**src/rtl/ebpc_pkg.sv**
```systemverilog
// Shared EBPC decoder constants, symbol length type and its bit-count helper.
package ebpc_pkg;

  localparam int unsigned DATA_W     = 8;
  localparam int unsigned LOG_DATA_W = $clog2(DATA_W);
  localparam int unsigned BLOCK_SIZE = 8;

  // Encoded symbol length: stored value is the bit count minus one (1..DATA_W).
  typedef logic [LOG_DATA_W-1:0] symb_len_t;

  function automatic logic [LOG_DATA_W:0] symb_len_bits(symb_len_t len);
    return {1'b0, len} + (LOG_DATA_W+1)'(1);
  endfunction

endpackage

```
**src/rtl/symbol_unpacker_if.sv**
```systemverilog
// Stream-in and window/consume bundle between the bitstream source, unpacker and symbol expander.
interface symbol_unpacker_if;
  import ebpc_pkg::*;

  logic [DATA_W-1:0]     data_i;
  logic                  vld_i;
  logic                  last_i;
  logic                  rdy_o;
  logic [DATA_W-1:0]     window_o;
  logic                  win_vld_o;
  logic [LOG_DATA_W:0]   shift_i;
  logic                  shift_vld_i;
  logic                  flush_i;
  logic [LOG_DATA_W+1:0] fill_o;
  logic                  err_o;

  modport master (
    output data_i, vld_i, last_i, shift_i, shift_vld_i, flush_i,
    input  rdy_o, window_o, win_vld_o, fill_o, err_o
  );

  modport slave (
    input  data_i, vld_i, last_i, shift_i, shift_vld_i, flush_i,
    output rdy_o, window_o, win_vld_o, fill_o, err_o
  );

endinterface

```
**src/rtl/unpack_shifter.sv**
```systemverilog
// Combinational 2*DATA_W barrel shifter: left-shift of the buffer plus word insertion at an offset.
module unpack_shifter
  import ebpc_pkg::*;
(
  input  logic [2*DATA_W-1:0]   cur_bits,
  input  logic [LOG_DATA_W:0]   shamt,
  input  logic                  clear,
  input  logic [DATA_W-1:0]     word,
  input  logic                  ins_en,
  input  logic [LOG_DATA_W+1:0] ins_off,
  output logic [2*DATA_W-1:0]   next_bits
);

  localparam int unsigned BUF_W   = 2 * DATA_W;
  localparam int unsigned L_STAGE = LOG_DATA_W + 1;
  localparam int unsigned R_STAGE = LOG_DATA_W + 2;

  logic [BUF_W-1:0] left_stage  [L_STAGE+1];
  logic [BUF_W-1:0] right_stage [R_STAGE+1];

  assign left_stage[0]  = cur_bits;
  assign right_stage[0] = ins_en ? {word, {DATA_W{1'b0}}} : '0;

  genvar gi;
  generate
    for (gi = 0; gi < L_STAGE; gi++) begin : g_left
      assign left_stage[gi+1] = shamt[gi] ? (left_stage[gi] << (1 << gi)) : left_stage[gi];
    end
    // The new word starts MSB-aligned and slides down below the surviving bits.
    for (gi = 0; gi < R_STAGE; gi++) begin : g_right
      assign right_stage[gi+1] = ins_off[gi] ? (right_stage[gi] >> (1 << gi)) : right_stage[gi];
    end
  endgenerate

  assign next_bits = (clear ? '0 : left_stage[L_STAGE]) | right_stage[R_STAGE];

endmodule

```
**src/rtl/symbol_unpacker.sv**
```systemverilog
// Bit-level unpacker feeding the EBPC symbol expander with an MSB-aligned look-ahead window.
// Build option EBPC_UNPACK_ERR_CHECK_EN: sticky over-consume flag on err_o and a shift-range assertion.
module symbol_unpacker
  import ebpc_pkg::*;
(
  input logic              clk_i,
  input logic              rst_ni,
  symbol_unpacker_if.slave bus
);

  localparam int unsigned BUF_W  = 2 * DATA_W;
  localparam int unsigned FILL_W = LOG_DATA_W + 2;

  typedef enum logic {RUN = 1'b0, DRAIN = 1'b1} state_t;

  state_t              state_reg, state_next;
  logic [BUF_W-1:0]    bits_reg, bits_next, shifted_bits;
  logic [FILL_W-1:0]   fill_reg, fill_next, fill_after;
  logic [FILL_W-1:0]   shift_req_ext, shift_amt_ext;
  logic [LOG_DATA_W:0] shift_amt;
  logic                win_vld_reg, win_vld_next;
  logic                rdy, load, do_shift, over;

  assign rdy           = (fill_reg <= FILL_W'(DATA_W)) && (state_reg == RUN) && !bus.flush_i;
  assign load          = bus.vld_i && rdy;
  assign do_shift      = bus.shift_vld_i && win_vld_reg;
  assign shift_req_ext = FILL_W'(bus.shift_i);
  assign over          = do_shift && (shift_req_ext > fill_reg);
  assign shift_amt     = do_shift ? bus.shift_i : '0;
  assign shift_amt_ext = FILL_W'(shift_amt);
  // Over-consume empties the buffer instead of wrapping the fill count.
  assign fill_after    = over ? '0 : (fill_reg - shift_amt_ext);

  unpack_shifter u_shifter (
    .cur_bits  (bits_reg),
    .shamt     (shift_amt),
    .clear     (over),
    .word      (bus.data_i),
    .ins_en    (load),
    .ins_off   (fill_after),
    .next_bits (shifted_bits)
  );

  always_comb begin
    state_next = state_reg;
    bits_next  = shifted_bits;
    fill_next  = fill_after + (load ? FILL_W'(DATA_W) : '0);
    if (bus.flush_i) begin
      state_next = RUN;
      bits_next  = '0;
      fill_next  = '0;
    end else begin
      case (state_reg)
        RUN:     if (load && bus.last_i) state_next = DRAIN;
        DRAIN:   if (do_shift && (fill_next == '0)) state_next = RUN;
        default: state_next = RUN;
      endcase
    end
    win_vld_next = (fill_next >= FILL_W'(DATA_W)) ||
                   ((state_next == DRAIN) && (fill_next != '0));
  end

  always_ff @(posedge clk_i or negedge rst_ni) begin
    if (!rst_ni) begin
      state_reg   <= RUN;
      bits_reg    <= '0;
      fill_reg    <= '0;
      win_vld_reg <= 1'b0;
    end else begin
      state_reg   <= state_next;
      bits_reg    <= bits_next;
      fill_reg    <= fill_next;
      win_vld_reg <= win_vld_next;
    end
  end

  assign bus.rdy_o     = rdy;
  assign bus.window_o  = bits_reg[BUF_W-1 -: DATA_W];
  assign bus.win_vld_o = win_vld_reg;
  assign bus.fill_o    = fill_reg;

`ifdef EBPC_UNPACK_ERR_CHECK_EN
  logic err_reg;

  // A flush cancels the shift, so it cannot raise the error either.
  always_ff @(posedge clk_i or negedge rst_ni) begin
    if (!rst_ni) begin
      err_reg <= 1'b0;
    end else if (over && !bus.flush_i) begin
      err_reg <= 1'b1;
    end
  end

  assign bus.err_o = err_reg;

  a_shift_range: assert property (@(posedge clk_i) disable iff (!rst_ni)
    bus.shift_vld_i |-> (bus.shift_i <= (LOG_DATA_W+1)'(DATA_W)));
`else
  assign bus.err_o = 1'b0;
`endif

endmodule

```
**src/flat_wrapper.sv**
```systemverilog
// flat-port wrapper written by rule: the top's interface ports become plain ports
module symbol_unpacker_flat import ebpc_pkg::*;
  (clk_i, rst_ni, bus_data_i, bus_vld_i, bus_last_i, bus_shift_i, bus_shift_vld_i, bus_flush_i, bus_rdy_o, bus_window_o, bus_win_vld_o, bus_fill_o, bus_err_o);
  symbol_unpacker_if bus_i ();
  input logic clk_i;
  input logic rst_ni;
  input wire logic [$bits(bus_i.data_i)-1:0] bus_data_i;
  input wire logic [$bits(bus_i.vld_i)-1:0] bus_vld_i;
  input wire logic [$bits(bus_i.last_i)-1:0] bus_last_i;
  input wire logic [$bits(bus_i.shift_i)-1:0] bus_shift_i;
  input wire logic [$bits(bus_i.shift_vld_i)-1:0] bus_shift_vld_i;
  input wire logic [$bits(bus_i.flush_i)-1:0] bus_flush_i;
  output wire logic [$bits(bus_i.rdy_o)-1:0] bus_rdy_o;
  output wire logic [$bits(bus_i.window_o)-1:0] bus_window_o;
  output wire logic [$bits(bus_i.win_vld_o)-1:0] bus_win_vld_o;
  output wire logic [$bits(bus_i.fill_o)-1:0] bus_fill_o;
  output wire logic [$bits(bus_i.err_o)-1:0] bus_err_o;
  assign bus_i.data_i = bus_data_i;
  assign bus_i.vld_i = bus_vld_i;
  assign bus_i.last_i = bus_last_i;
  assign bus_i.shift_i = bus_shift_i;
  assign bus_i.shift_vld_i = bus_shift_vld_i;
  assign bus_i.flush_i = bus_flush_i;
  assign bus_rdy_o = bus_i.rdy_o;
  assign bus_window_o = bus_i.window_o;
  assign bus_win_vld_o = bus_i.win_vld_o;
  assign bus_fill_o = bus_i.fill_o;
  assign bus_err_o = bus_i.err_o;
  symbol_unpacker u_core (.clk_i(clk_i), .rst_ni(rst_ni), .bus(bus_i));
endmodule
```
**config.mk**
```make
export PLATFORM = sky130hd
export DESIGN_NAME = symbol_unpacker_flat
export DESIGN_NICKNAME = d
export VERILOG_FILES = /design/src/rtl/ebpc_pkg.sv /design/src/rtl/symbol_unpacker_if.sv /design/src/rtl/unpack_shifter.sv /design/src/rtl/symbol_unpacker.sv /design/src/flat_wrapper.sv
export SDC_FILE = /design/constraint.sdc
export NUM_CORES = 1
export LEC_CHECK = 0
export BUFFER_PORTS_ARGS = -buffer_cell sky130_fd_sc_hd__buf_2
export CAP_MARGIN = 10
export CORE_MARGIN = 2
export CORE_UTILIZATION = 55
export CTS_CLUSTER_DIAMETER = 40
export DETAILED_ROUTE_END_ITERATION = 8
export PLACE_DENSITY = 0.8
export SLEW_MARGIN = 20
export SYNTH_ARGS = -nofsm -noshare
export SYNTH_HDL_FRONTEND = slang
export SYNTH_SLANG_ARGS = --single-unit
```
**constraint.sdc**
```tcl
create_clock -name clk_i -period 5.9 [get_ports clk_i]
set_clock_uncertainty 0.05 [all_clocks]
set_input_delay 1.18 -clock clk_i [delete_from_list [all_inputs] [get_ports clk_i]]
set_output_delay 1.18 -clock clk_i [all_outputs]
set_load 0.01 [all_outputs]
```
Yosys cells after proc, flatten, opt, wreduce, memory -nomap -nowiden
Index checks and enable logic that the tools add are counted.
{ "word_totals": {"reg_bits": 23, "inputBits": 18} }
{ "op_classes": {"add_sub_neg": 2, "magnitude_cmp": 3, "mux": 20, "n_bitwise": 2, "n_reduce_logical": 12} }
{ "ops": {"columns": ["op", "count"], "rows": [
  ["two-way mux 16 bit", 12],
  ["OR 16 bit", 1],
  ["two-way mux 5 bit", 2],
  ["logical AND 1 bit", 8],
  ["two-way mux 4 bit", 2],
  ["adder 5 bit", 1],
  [">= comparator 5 x 4 -> 1 bit, second input constant", 1],
  ["> comparator 4 x 5 -> 1 bit", 1],
  ["less-or-equal comparator 5 x 4 -> 1 bit, second input constant", 1],
  ["zero test 5 bit", 1],
  ["nonzero test 5 bit", 1],
  ["subtractor 5 x 4 -> 5 bit", 1],
  ["two-way mux 1 bit", 3],
  ["case mux 1 bit (2 select lines)", 1],
  ["zero test 1 bit", 1],
  ["logical OR 1 bit", 1],
  ["NOT 1 bit", 1]
]} }

Logic depth before layout (Yosys ltp)
Gate-level depths: netlist of the first run.
{ "depth": {"ltp_word": 13, "ltp_mapped": 14} }

Cells and area by module
A second synthesis of the first run with hierarchy kept.
{ "hier_totals": {"hier_cells": 273, "area_unflattened_um2": 2561.2} }
{ "by_module_without_submodules": {"columns": ["module", "instances", "cells_per_inst", "area_per_inst_um2", "seq_area_each_um2"], "rows": [
  ["unpack_shifter", 1, 148, 1293.7, 0.0],
  ["symbol_unpacker", 1, 125, 1267.5, 575.6]
]} }

Worst setup path after synthesis of the first run
Ideal clock, no wire load.
{ "synth_timing": {"path_kind": "input-to-reg", "start": "in bus_shift_vld_i", "end": "reg u_core.bits_reg[4]", "arrival_ps": 3587, "required_ps": 5756, "path_slack_ps": 2169, "path_stages": 11, "n_path_buf": 2, "cell_sequence": "nand3_1 inv_1 clkbuf_1 fa_1 buf_4 mux2_2 o22ai_1 a32oi_1 o221ai_1 or3_1 a221oi_2"} }
{ "synth_between": {"elab_chain_cells": 11, "word_cells_on_any_way": 17, "classes_between": "1 x add/sub; 13 x mux; 1 x bitwise; 2 x reduce/logical"} }
{ "synth_rtl": {"columns": ["element", "line", "source"], "rows": [
  ["start, declared", "flat_wrapper.sv:11", "input wire logic [$bits(bus_i.shift_vld_i)-1:0] bus_shift_vld_i;"],
  ["logical AND 1 bit *", "symbol_unpacker.sv:26", "assign do_shift = bus.shift_vld_i && win_vld_reg;"],
  ["two-way mux 4 bit", "symbol_unpacker.sv:29", "assign shift_amt = do_shift ? bus.shift_i : '0;"],
  ["subtractor 5 x 4 -> 5 bit", "symbol_unpacker.sv:32", "assign fill_after = over ? '0 : (fill_reg - shift_amt_ext);"],
  ["two-way mux 5 bit", "symbol_unpacker.sv:32", null],
  ["two-way mux 16 bit (5 in series)", "unpack_shifter.sv:31", "assign right_stage[gi+1] = ins_off[gi] ? (right_stage[gi] >> (1 << gi)) : right_stage[gi];"],
  ["OR 16 bit *", "unpack_shifter.sv:35", "assign next_bits = (clear ? '0 : left_stage[L_STAGE]) | right_stage[R_STAGE];"],
  ["two-way mux 16 bit *", "symbol_unpacker.sv:48", "if (bus.flush_i) begin"],
  ["named net u_core.bits_next[4]", "symbol_unpacker.sv:17", "logic [BUF_W-1:0] bits_reg, bits_next, shifted_bits;"],
  ["end signal, assigned", "symbol_unpacker.sv:71", "bits_reg <= bits_next;"],
  ["end, declared", "symbol_unpacker.sv:17", null]
]} }
The timed path passes the listed nets; every way through them passes the cells marked *.

Worst setup path in the final report of the first run
{ "layout_timing": {"start": "in bus_shift_vld_i", "end": "reg u_core.bits_reg[9]"} }
The elaborated chain is that of the path after synthesis.

==> results.txt, run 1 <==
----------------------------------------------------
[Status]
  Result of the run ... finished, final reports clean

[Synth]
  Yosys top cell by area ... sky130_fd_sc_hd__dfrtp_1
  Post-Synthesis Net Count ... 323
  Primary FF master, synth ... sky130_fd_sc_hd__dfrtp_1
  Leading cell types by total area after synthesis ... sky130_fd_sc_hd__dfrtp_1, sky130_fd_sc_hd__mux2i_1, sky130_fd_sc_hd__nand2_1, sky130_fd_sc_hd__ha_1, sky130_fd_sc_hd__a21oi_1
  Sequential area share after synthesis ... 0.2402
  Fraction of registers with async set/reset ... 1.000
  Yosys warnings ... 0
  Number of standard cells after synthesis ... 295
  Number of library cell types mapped by synthesis ... 63
  Cell area after synthesis ... 0.002396 mm²
  Average cell area after synthesis ... 8.122 µm²
  Flip-flop and latch count after synthesis ... 23
  Synth top area share ... 0.2402
  Number of flops mapped to enable cells by yosys ... 0

[CTS]
  Number of buffers between clock root and the deepest sink ... 2
  Clock root buffer ... sky130_fd_sc_hd__clkbuf_8
  Number of instances resized during post-cts repair ... 0
  Buffer count from post-CTS setup fixing ... 0
  Number of buffers inserted for hold repair after clock tree synthesis ... 0
  Clock tree from TritonCTS ... done
  Max H-tree Level ... 1
  Clk pin slew, worst setup/hold paths ... 0.08 ns
  Num CTS Buffers ... 3
  Sink Count ... 23
  Clk_lat worst skew ... 0.26 ns

[Power]
  Sw Ratio ... 0.5356
  Internal Dissipation ... 0.0005574 W
  Sequential share of power ... 0.208
  Part of the total power dissipated in combinational logic ... 0.712
  Part of the power in the clock network ... 0.080
  Worst ir drop on vdd ... 0.2389 mV
  Net switching power of the design ... 0.0006429 W
  Power Density ... 476.8 mW/mm²
  Leakage ... 1.159 nW

[Cells and area]
  Share of post-route cells with drive strength above 1 ... 0.1889
  Number of diodes ... 0
  Max FFs per register ... 16
  Area overhead of the layout relative to synthesis ... 5.065%
  Final net count ... 336

[Timing]
  Fmax achieved ... 226.1 MHz
  Final clock period utilization by the worst path ... 0.7496
  Sum of negative setup slack ... 0 ns
  Final Critical Period ... 4.423 ns
  Unrepaired setup endpoints after global routing ... false
  Relative slew margins ... 0.4777
  Number of pins exceeding their max-slew limit in the final report ... 0
  Final worst slack ... 1.477 ns
  Final Hold Vio Count ... 0
  Transition time at the pin with the least slew margin ... 0.7835 ns
  Count of final setup violators ... 0

[Critical path]
  Critical path data required time ... 5.98 ns
  Reg2Reg Depth ... 9
  R2r setup slk ... 2.00 ns
  Maximum fanout encountered on the critical timing path ... 17
  Sort of element at the end of the critical path ... flop
  Type of the worst setup path ... primary input to flop
  Crit start category ... primary input
  Arrival time of data at the critical path endpoint ... 4.51 ns

[Global routing]
  Maximum number of pins on one net before global-route repair ... 24
  Overall global routing resource usage ... 0.2739
  Total congestion overflow after global routing ... 0
  Antenna violations before repair ... 0
  Via count of the first global-routing pass ... 2206
  Global-route wire length before repair ... 10.96 mm

[Floorplanning]
  Cell Rows ... 24
  Std-Cell Core Area ... 0.004264 mm²
  Die Outline Area ... 0.004901 mm²
  Initial Utilization ... 0.5619
  I/O Pins ... 34
  Horizontal die dimension ... 70.01 µm
  Vertical die dimension ... 70.01 µm

[Drt]
  DRC violation count after routing ... 0
  Routed Antenna Nets ... 0
  Wire per inst ... 18.58 µm
  Initial detailed-routing violation count ... 354
  DR vias/cell ... 6.657
  Length of the first detailed-routing pass in iterations ... 5
  WL final ... 6.669 mm
  Vias post-DR ... 2390

[Worst hold path]
  Worst Hold Depth ... 2
  Min-delay worst type ... flop to flop

[Flow run]
  Max-Cap Viols ... 0

[Place]
  Post-placement worst setup slack ... 1.286 ns
  Post-DP HPWL ... 5.197 mm
  Final RePlAce weighted congestion ... 0.9883
  Number of input and output port buffers inserted ... 32

----------------------------------------------------
## layout by cell type (no fill, tap or decap), types with 3 or more instances in the layout
cell type	instances
sky130_fd_sc_hd__a32oi_1	3
sky130_fd_sc_hd__a21oi_1	17
sky130_fd_sc_hd__a22oi_1	3
sky130_fd_sc_hd__nor3_1	7
sky130_fd_sc_hd__mux2_2	7
sky130_fd_sc_hd__o22ai_1	6
sky130_fd_sc_hd__dfrtp_1	23
sky130_fd_sc_hd__nand3_1	13
sky130_fd_sc_hd__a21o_1	3
sky130_fd_sc_hd__a31oi_1	7
sky130_fd_sc_hd__o32ai_1	3
sky130_fd_sc_hd__ha_1	9
sky130_fd_sc_hd__clkbuf_8	3
sky130_fd_sc_hd__and3_1	5
sky130_fd_sc_hd__nand2b_1	3
sky130_fd_sc_hd__nand2_1	38
sky130_fd_sc_hd__nor2_1	20
sky130_fd_sc_hd__mux2i_1	25
sky130_fd_sc_hd__buf_2	32
sky130_fd_sc_hd__nor2b_1	3
sky130_fd_sc_hd__nand4_1	5
sky130_fd_sc_hd__o21ai_0	11
sky130_fd_sc_hd__inv_1	12
## cell type report
class	instances	area [µm²]
fillers	386	1747
flip-flops and latches	23	575.6
inverters	15	60.06
repair buffers	32	160.2
clock buffers	3	41.29
clock inverters	1	5.005
well taps	52	65.06
multi-input cells	233	1610
## layer usage
| metal | vias to the layer above | wire (µm) | global-route usage |
|---|---|---|---|
| li1 | 1108 | - | - |
| met1 | 1133 | 2829 | 0.3779 |
| met2 | 126 | 3143 | 0.4455 |
| met3 | 23 | 471 | 0.02886 |
| met4 | 0 | 223 | 0.1004 |
| met5 | - | 0 | 0 |
## stage by stage
| step | total power [W] | hold slack, ns | area, µm² | util | cells |
|---|---|---|---|---|---|
| after CTS | 0.001171 | 0.6270 | 2517 | 0.5904 | 359 |
| final | 0.001200 | 0.6407 | 2517 | 0.5904 | 359 |
| after global routing | 0.001288 | 0.6677 | 2517 | 0.5904 | 359 |
| after floorplan | 0.0008973 | 0.5468 | 2396 | - | 295 |
| after detailed placement | 0.001077 | 0.6136 | 2471 | 0.5795 | 355 |
| after global placement | 0.001061 | 0.6175 | 2471 | 0.5795 | 355 |
## final timing paths
| path | from | endpoint |
|---|---|---|
| hold reg to reg | u_core.bits_reg[0] | u_core.bits_reg[0] |
| max in group asynchronous | rst_ni | u_core.bits_reg[1] |
| hold / removal | u_core.bits_reg[0] | u_core.bits_reg[0] |
| setup / recovery | bus_shift_vld_i | u_core.bits_reg[9] |
| setup reg to reg | u_core.bus.win_vld_o | u_core.bits_reg[9] |
| min in group asynchronous | rst_ni | u_core.state_reg |
## power by group through the flow
| stage | Clock [W] | Sequential, W | Combinational [W] |
|---|---|---|---|
| after detailed placement | 0 | 0.000251 | 0.000826 |
| after global routing | 0.000104 | 0.000255 | 0.000929 |
| final | 0.0000957 | 0.000250 | 0.000855 |
| after floorplan | 0 | 0.000244 | 0.000653 |
| after CTS | 0.0000957 | 0.000248 | 0.000828 |
| after global placement | 0 | 0.000247 | 0.000813 |
## cells by family after synthesis
logic type,after synthesis,share of synthesized area
AOI/OAI and AO/OA,77,0.2240
xor gates and xnor gates,3,0.01097
adders and majority gates,10,0.05535
buffers and inverters,39,0.08772
DFF,23,0.2402
muxes,34,0.1561
other,1,0.001565
and+or+nand+nor,108,0.2240
## cell usage after synthesis, drive strengths merged (6+ instances only)
cell	n
inv	14
nand2	40
o22ai	6
a21oi	18
ha	9
nor2	21
mux2	7
a31oi	7
nor3	8
dfrtp	23
o21ai	12
nand3	14
mux2i	25
buf	19
## worst max-delay path: stages
cell	delay, ns
sky130_fd_sc_hd__buf_2	0.14
sky130_fd_sc_hd__nand3_1	0.45
sky130_fd_sc_hd__inv_1	0.40
sky130_fd_sc_hd__fa_1	1.04
sky130_fd_sc_hd__inv_1	0.23
sky130_fd_sc_hd__nor2_1	0.26
sky130_fd_sc_hd__a221oi_1	0.13
sky130_fd_sc_hd__a211oi_1	0.25
sky130_fd_sc_hd__a21oi_1	0.08
sky130_fd_sc_hd__o32ai_1	0.35
No activity file was read; power rests on OpenSTA's default activity.
==> inputs of run 2 (changes only) <==
ABC_AREA = 1   (was default)
CORE_UTILIZATION = 53   (was 55)
clock period = 3.62 ns   (was 5.9 ns; I/O delays follow)
==> results.txt, run 2 <==
----------------------------------------------------
[Status]
  Result of the run ... finished, final reports clean

[Cells and area]
  Final net count ... 452
  Multi-input combinational cell area ... 0.001697 mm²
  Total area of sequential cells ... 575.6 µm²
  Share of post-route cells with drive strength above 1 ... 0.2270
  Commonest cells after routing, fill and taps aside ... sky130_fd_sc_hd__nand2_1, sky130_fd_sc_hd__inv_1, sky130_fd_sc_hd__nand3_1
  Most frequent standard cell in the layout excluding fill and tap cells ... sky130_fd_sc_hd__nand2_1
  Number of fill cells in the layout ... 502
  Total non-filler cell area in the finished layout ... 0.002784 mm²
  Max FFs per register ... 16
  Number of diodes ... 0
  Area overhead of the layout relative to synthesis ... 5.151%

[Timing]
  Number of pins exceeding their max-slew limit in the final report ... 0
  Transition time at the pin with the least slew margin ... 0.5305 ns
  WHS ... 0.3661 ns
  Unrepaired setup endpoints after global routing ... false
  Sum of negative setup slack ... 0 ns
  Fmax achieved ... 344.8 MHz
  Final Critical Period ... 2.900 ns
  Relative slew margins ... 0.6463
  Final Hold Vio Count ... 0
  Count of final setup violators ... 0
  Final clock period utilization by the worst path ... 0.8011

[CTS]
  Clock tree from TritonCTS ... done
  Number of buffers inserted for hold repair after clock tree synthesis ... 0
  Sink Count ... 23
  Clk pin slew, worst setup/hold paths ... 0.09 ns
  Max H-tree Level ... 1
  Number of instances resized during post-cts repair ... 0
  Buffer count from post-CTS setup fixing ... 0
  Number of buffers between clock root and the deepest sink ... 2
  Clk_lat worst skew ... 0.27 ns
  Num CTS Buffers ... 3
  Clock root buffer ... sky130_fd_sc_hd__clkbuf_8

[Floorplanning]
  Initial Utilization ... 0.5568
  I/O Pins ... 34
  Horizontal die dimension ... 74.68 µm
  Std-Cell Core Area ... 0.004755 mm²
  Cell Rows ... 25
  Die Outline Area ... 0.005576 mm²
  Vertical die dimension ... 74.68 µm

[Critical path]
  Arrival time of data at the critical path endpoint ... 3.05 ns
  Crit start category ... primary input
  Maximum fanout encountered on the critical timing path ... 25
  Type of the worst setup path ... primary input to flop
  Sort of element at the end of the critical path ... flop
  RR Endpoint ... u_core.bits_reg[7]
  Critical path data required time ... 3.77 ns
  Reg2Reg Launch Point ... u_core.bus.win_vld_o
  Reg2Reg Depth ... 17
  R2r setup slk ... 0.85 ns

[Drt]
  Length of the first detailed-routing pass in iterations ... 4
  DRC violation count after routing ... 0
  DR vias/cell ... 5.284
  Vias post-DR ... 2589
  WL final ... 6.528 mm
  Initial detailed-routing violation count ... 299
  Wire per inst ... 13.32 µm
  Routed Antenna Nets ... 0

[Worst hold path]
  Min-delay worst type ... primary input to async pin

[Synth]
  Post-Synthesis Net Count ... 435
  Top-count cell post-synth ... sky130_fd_sc_hd__nand2_1
  Cell area after synthesis ... 0.002648 mm²
  Number of library cell types mapped by synthesis ... 41
  Flip-flop and latch count after synthesis ... 23
  Synth top area share ... 0.2174
  Leading cell types by total area after synthesis ... sky130_fd_sc_hd__dfrtp_1, sky130_fd_sc_hd__nand2_1, sky130_fd_sc_hd__nand3_1, sky130_fd_sc_hd__inv_1, sky130_fd_sc_hd__o21ai_0
  Fraction of registers with async set/reset ... 1.000
  Sequential area share after synthesis ... 0.2174
  Number of standard cells after synthesis ... 407
  Primary FF master, synth ... sky130_fd_sc_hd__dfrtp_1
  Yosys top cell by area ... sky130_fd_sc_hd__dfrtp_1
  Number of flops mapped to enable cells by yosys ... 0
  Yosys warnings ... 0
  Cell types with the highest counts after synthesis ... sky130_fd_sc_hd__nand2_1, sky130_fd_sc_hd__inv_1, sky130_fd_sc_hd__nand3_1
  Average cell area after synthesis ... 6.505 µm²

[Power]
  Worst ir drop on vdd ... 0.4162 mV
  Power Density ... 848.0 mW/mm²
  Leakage ... 1.487 nW

[Place]
  Placed Instance Area ... 0.002739 mm²
  Number of input and output port buffers inserted ... 32
  Final RePlAce weighted congestion ... 0.9556
  Post-DP HPWL ... 5.321 mm

[Global routing]
  Maximum number of pins on one net before global-route repair ... 26
  Overall global routing resource usage ... 0.2529
  Global-route wire length before repair ... 10.91 mm
  Total congestion overflow after global routing ... 0
  Antenna violations before repair ... 0
  Via count of the first global-routing pass ... 2359

[Flow run]
  Max-Cap Viols ... 0

----------------------------------------------------
[run 2: cell count changes in the layout (fill, tap and decap cells not counted), moves of 10 or more]
cell	change
sky130_fd_sc_hd__nand2_1	+97
sky130_fd_sc_hd__mux2i_1	-25
sky130_fd_sc_hd__nand2_2	+10
sky130_fd_sc_hd__nand3_1	+24
sky130_fd_sc_hd__inv_1	+26
sky130_fd_sc_hd__o21ai_0	+12
[run 2: worst max-delay path, cell delays in order]
cell and delay, ns:
sky130_fd_sc_hd__buf_2 0.11, sky130_fd_sc_hd__nand2_4 0.11, sky130_fd_sc_hd__clkinv_4 0.09, sky130_fd_sc_hd__nand2_2 0.07
sky130_fd_sc_hd__buf_4 0.23, sky130_fd_sc_hd__inv_2 0.13, sky130_fd_sc_hd__fa_1 0.39, sky130_fd_sc_hd__inv_1 0.08
sky130_fd_sc_hd__nand2_1 0.08, sky130_fd_sc_hd__inv_1 0.07, sky130_fd_sc_hd__nor2_1 0.07, sky130_fd_sc_hd__nand2_4 0.18
sky130_fd_sc_hd__inv_4 0.09, sky130_fd_sc_hd__nor2_2 0.17, sky130_fd_sc_hd__nand2_1 0.09, sky130_fd_sc_hd__a21boi_1 0.12
sky130_fd_sc_hd__nand2_1 0.10, sky130_fd_sc_hd__a21oi_2 0.14
[run 2: cell families after synthesis]
| family | Yosys count | synth area share |
|---|---|---|
| and+or+nand+nor | 241 | 0.4504 |
| DFF | 23 | 0.2174 |
| AOI/OAI and AO/OA | 58 | 0.1328 |
| xor gates and xnor gates | 1 | 0.006145 |
| buffers and inverters | 73 | 0.1418 |
| other | 1 | 0.001416 |
| adders and majority gates | 10 | 0.05010 |
[run 2: worst max-delay path by stage]
stage	start	to	slack (ns)	cells after the start
after floorplan	bus_shift_vld_i	u_core.bus.win_vld_o	0.59	14
after global placement	bus_shift_vld_i	u_core.bits_reg[7]	0.56	18
after detailed placement	bus_shift_vld_i	u_core.bits_reg[7]	0.49	18
after CTS	bus_shift_vld_i	u_core.bits_reg[7]	0.77	18
after global routing	bus_shift_vld_i	u_core.bits_reg[7]	0.58	18
final	bus_shift_vld_i	u_core.bits_reg[7]	0.72	18
[run 2: where the power goes]
part	internal, W	switching (W)
clock network	0.0000788	0.0000858
logic	0.000595	0.00119
registers	0.000347	0.0000672
[run 2: through the flow]
stage | instances | util | total power [W] | setup slack, ns
finish | 490 | 0.5855 | 0.002361 | 0.7199
global placement | 486 | 0.5761 | 0.002167 | 0.5557
detailed placement | 486 | 0.5761 | 0.002177 | 0.4886
global route | 490 | 0.5855 | 0.002588 | 0.5785
floorplan | 407 | - | 0.001873 | 0.5912
CTS | 490 | 0.5855 | 0.002347 | 0.7701
[run 2: layout make-up]
class                      count  area share
sequential                    23      0.2067
multi-input combinational    311      0.6094
timing repair buffer          35     0.06562
inverter                      50     0.07191
clock buffer                   4     0.01618
tap                           67     0.03011
[run 2: per-layer routing]
| metal | track usage | vias to the layer above | part of all wire |
|---|---|---|---|
| met5 | 0 | - | 0 |
| met4 | 0.08135 | 0 | 0.019 |
| met2 | 0.4140 | 73 | 0.47 |
| li1 | - | 1339 | - |
| met3 | 0.01740 | 13 | 0.037 |
| met1 | 0.3578 | 1164 | 0.48 |
==> inputs of run 3 (changes only) <==
ABC_AREA = 0   (was 1)
PLACE_DENSITY = 0.81   (was 0.8)
clock period = 2.54 ns   (was 3.62 ns; I/O delays follow)
==> results.txt, run 3 (synthesis gave the netlist of run 1 again) <==
----------------------------------------------------
[Status]
  Result of the run ... finished, violations left
  Violated checks ... setup timing

[Timing]
  Sum of negative setup slack ... -1.282 ns
  Fmax achieved ... 363.3 MHz
  Unrepaired setup endpoints after global routing ... true
  Relative slew margins ... 0.6337
  Final Critical Period ... 2.753 ns
  Transition time at the pin with the least slew margin ... 0.5495 ns
  Final clock period utilization by the worst path ... 1.084
  Count of final setup violators ... 11
  Final worst slack ... -0.2126 ns
  Final Hold Vio Count ... 0
  Number of pins exceeding their max-slew limit in the final report ... 0

[Place]
  Post-placement worst setup slack ... -0.4553 ns
  Placed insts ... 411
  Number of input and output port buffers inserted ... 32
  Post-DP HPWL ... 5.953 mm
  Final RePlAce weighted congestion ... 0.9318
  Placed Instance Area ... 0.002959 mm²

[CTS]
  Clk pin slew, worst setup/hold paths ... 0.08 ns
  Num CTS Buffers ... 3
  Max H-tree Level ... 1
  Clock root buffer ... sky130_fd_sc_hd__clkbuf_8
  Clk_lat worst skew ... 0.27 ns
  Sink Count ... 23
  Clock tree from TritonCTS ... done
  Number of buffers between clock root and the deepest sink ... 2

[Floorplanning]
  Die Outline Area ... 0.005074 mm²
  I/O Pins ... 34
  Initial Utilization ... 0.5503
  Std-Cell Core Area ... 0.004354 mm²
  Vertical die dimension ... 71.24 µm
  Horizontal die dimension ... 71.24 µm
  Cell Rows ... 24

[Drt]
  Initial detailed-routing violation count ... 334
  Vias post-DR ... 2770
  WL final ... 8.326 mm
  Routed Antenna Nets ... 0
  DRC violation count after routing ... 0
  DR vias/cell ... 6.564
  Length of the first detailed-routing pass in iterations ... 5
  Wire per inst ... 19.73 µm

[Critical path]
  Slowest Stage Delay on Critical Path ... 0.62 ns
  RR Endpoint ... u_core.bits_reg[4]
  CP delay by family, top ... adder cells
  R2r setup slk ... -0.21 ns
  Critical Path Sink ... u_core.bits_reg[4]
  Maximum fanout encountered on the critical timing path ... 5
  Arrival time of data at the critical path endpoint ... 2.88 ns
  CP cell instances ... nand3_4, clkinv_4, ha_4, fa_2, mux2_4, o22ai_2, a32oi_1, o221ai_2, or3_1, a221oi_2
  Crit path max-delay cell type ... sky130_fd_sc_hd__fa_2
  Reg2Reg Depth ... 10
  Type of the worst setup path ... flop to flop
  Reg2Reg Launch Point ... u_core.bus.win_vld_o
  Crit start category ... flop
  Crit path from ... u_core.bus.win_vld_o
  Sort of element at the end of the critical path ... flop
  Critical path data required time ... 2.66 ns
  CP Depth ... 10
  Sum of buffers and inverters on the critical path ... 1

[Cells and area]
  Commonest cells after routing, fill and taps aside ... sky130_fd_sc_hd__buf_4, sky130_fd_sc_hd__nand2_1, sky130_fd_sc_hd__buf_2
  Multi-input combinational cell area ... 0.001922 mm²
  Share of post-route cells with drive strength above 1 ... 0.4541
  Max FFs per register ... 16
  Total area of sequential cells ... 576.8 µm²
  Count of placed standard cells in the final layout, fillers left out ... 422
  Total non-filler cell area in the finished layout ... 0.003327 mm²
  Number of diodes ... 0
  Most frequent standard cell in the layout excluding fill and tap cells ... sky130_fd_sc_hd__buf_4
  Number of fill cells in the layout ... 297
  Area overhead of the layout relative to synthesis ... 38.85%
  Final net count ... 399

[Flow run]
  Max-Cap Viols ... 0

[Power]
  Sw Ratio ... 0.4896
  Power Density ... 1229 mW/mm²
  Part of the total power dissipated in combinational logic ... 0.803
  Sequential share of power ... 0.141
  Net switching power of the design ... 0.002002 W
  Part of the power in the clock network ... 0.056
  Worst ir drop on vdd ... 1.083 mV
  PnR Total Power ... 0.004089 W
  Internal Dissipation ... 0.002087 W
  Leakage ... 1.524 nW

[Global routing]
  Total congestion overflow after global routing ... 0
  Antenna violations before repair ... 0
  Via count of the first global-routing pass ... 2545
  Maximum number of pins on one net before global-route repair ... 24
  Global-route wire length before repair ... 12.11 mm
  Overall global routing resource usage ... 0.3029

[Worst hold path]
  Min-delay worst type ... primary input to async pin

----------------------------------------------------
-- run 3: changes by cell type in the layout (fill, tap and decap cells not counted), moves of 5 or more --
cell | before | now
sky130_fd_sc_hd__buf_4 | 3 | 59
sky130_fd_sc_hd__mux2_4 | 0 | 5
sky130_fd_sc_hd__nand3_2 | 9 | 1
sky130_fd_sc_hd__mux2i_1 | 0 | 23
sky130_fd_sc_hd__inv_1 | 38 | 10
sky130_fd_sc_hd__nand3_1 | 37 | 11
sky130_fd_sc_hd__nand2_2 | 12 | 4
sky130_fd_sc_hd__o21ai_1 | 5 | 0
sky130_fd_sc_hd__nand2_4 | 5 | 0
sky130_fd_sc_hd__o21ai_0 | 23 | 10
sky130_fd_sc_hd__nand4_1 | 12 | 5
sky130_fd_sc_hd__nand2_1 | 135 | 36
sky130_fd_sc_hd__inv_2 | 7 | 2
-- run 3: metal layers --
| metal | GRT usage | wire [µm] |
|---|---|---|
| met1 | 0.4002 | 3385 |
| met2 | 0.5195 | 4102 |
| met3 | 0.02532 | 620 |
| met4 | 0.1111 | 216 |
| met5 | 0 | 0 |
-- run 3: cell type report --
cell class / count / area share
clock buffers: 3 / 0.01241
repair buffers: 95 / 0.1948
flip-flops and latches: 23 / 0.1734
well taps: 52 / 0.01956
inverters: 15 / 0.02068
clock inverters: 1 / 0.001504
multi-input cells: 233 / 0.5777
-- run 3: what timing repair did --
action | 4_1_cts | 5_1_grt
pin swaps | 5 | 14
hold buffers | 0 | 0
resized for setup | 10 | 44
cloned | 0 | 0
setup endpoints to repair | 17 | 19
buffers inserted | 2 | 5
-- run 3: how the worst min path moves through the flow --
stage / end / slack [ns]
floorplan: u_core.bits_reg[0] / 0.16
global placement: u_core.state_reg / 0.45
detailed placement: u_core.state_reg / 0.45
CTS: u_core.state_reg / 0.17
global route: u_core.state_reg / 0.18
finish: u_core.state_reg / 0.15
-- run 3: power groups by stage --
stage	Sequential [W]	Combinational (W)	Clock, W
2_1_floorplan	0.000574	0.00161	0
3_3_place_gp	0.000575	0.00256	0
3_5_place_dp	0.000579	0.00262	0
4_1_cts	0.000566	0.00277	0.000227
5_1_grt	0.000587	0.00347	0.000243
6_report	0.000578	0.00328	0.000228
-- run 3: through the flow --
step	hold WS, ns	utilization
global route	0.1849	0.7641
global placement	0.4545	0.6796
finish	0.1457	0.7641
CTS	0.1667	0.7052
floorplan	0.1624	-
detailed placement	0.4509	0.6796
-- run 3: worst reg2reg max path, delay by kind of cell, from the launching register on --
| family | cells | cell delay [ns] |
|---|---|---|
| AOI/OAI and AO/OA | 4 | 0.69 |
| adders and majority gates | 2 | 0.78 |
| buffers and inverters | 1 | 0.06 |
| DFF | 1 | 0.43 |
| muxes | 1 | 0.20 |
| and+or+nand+nor | 2 | 0.45 |
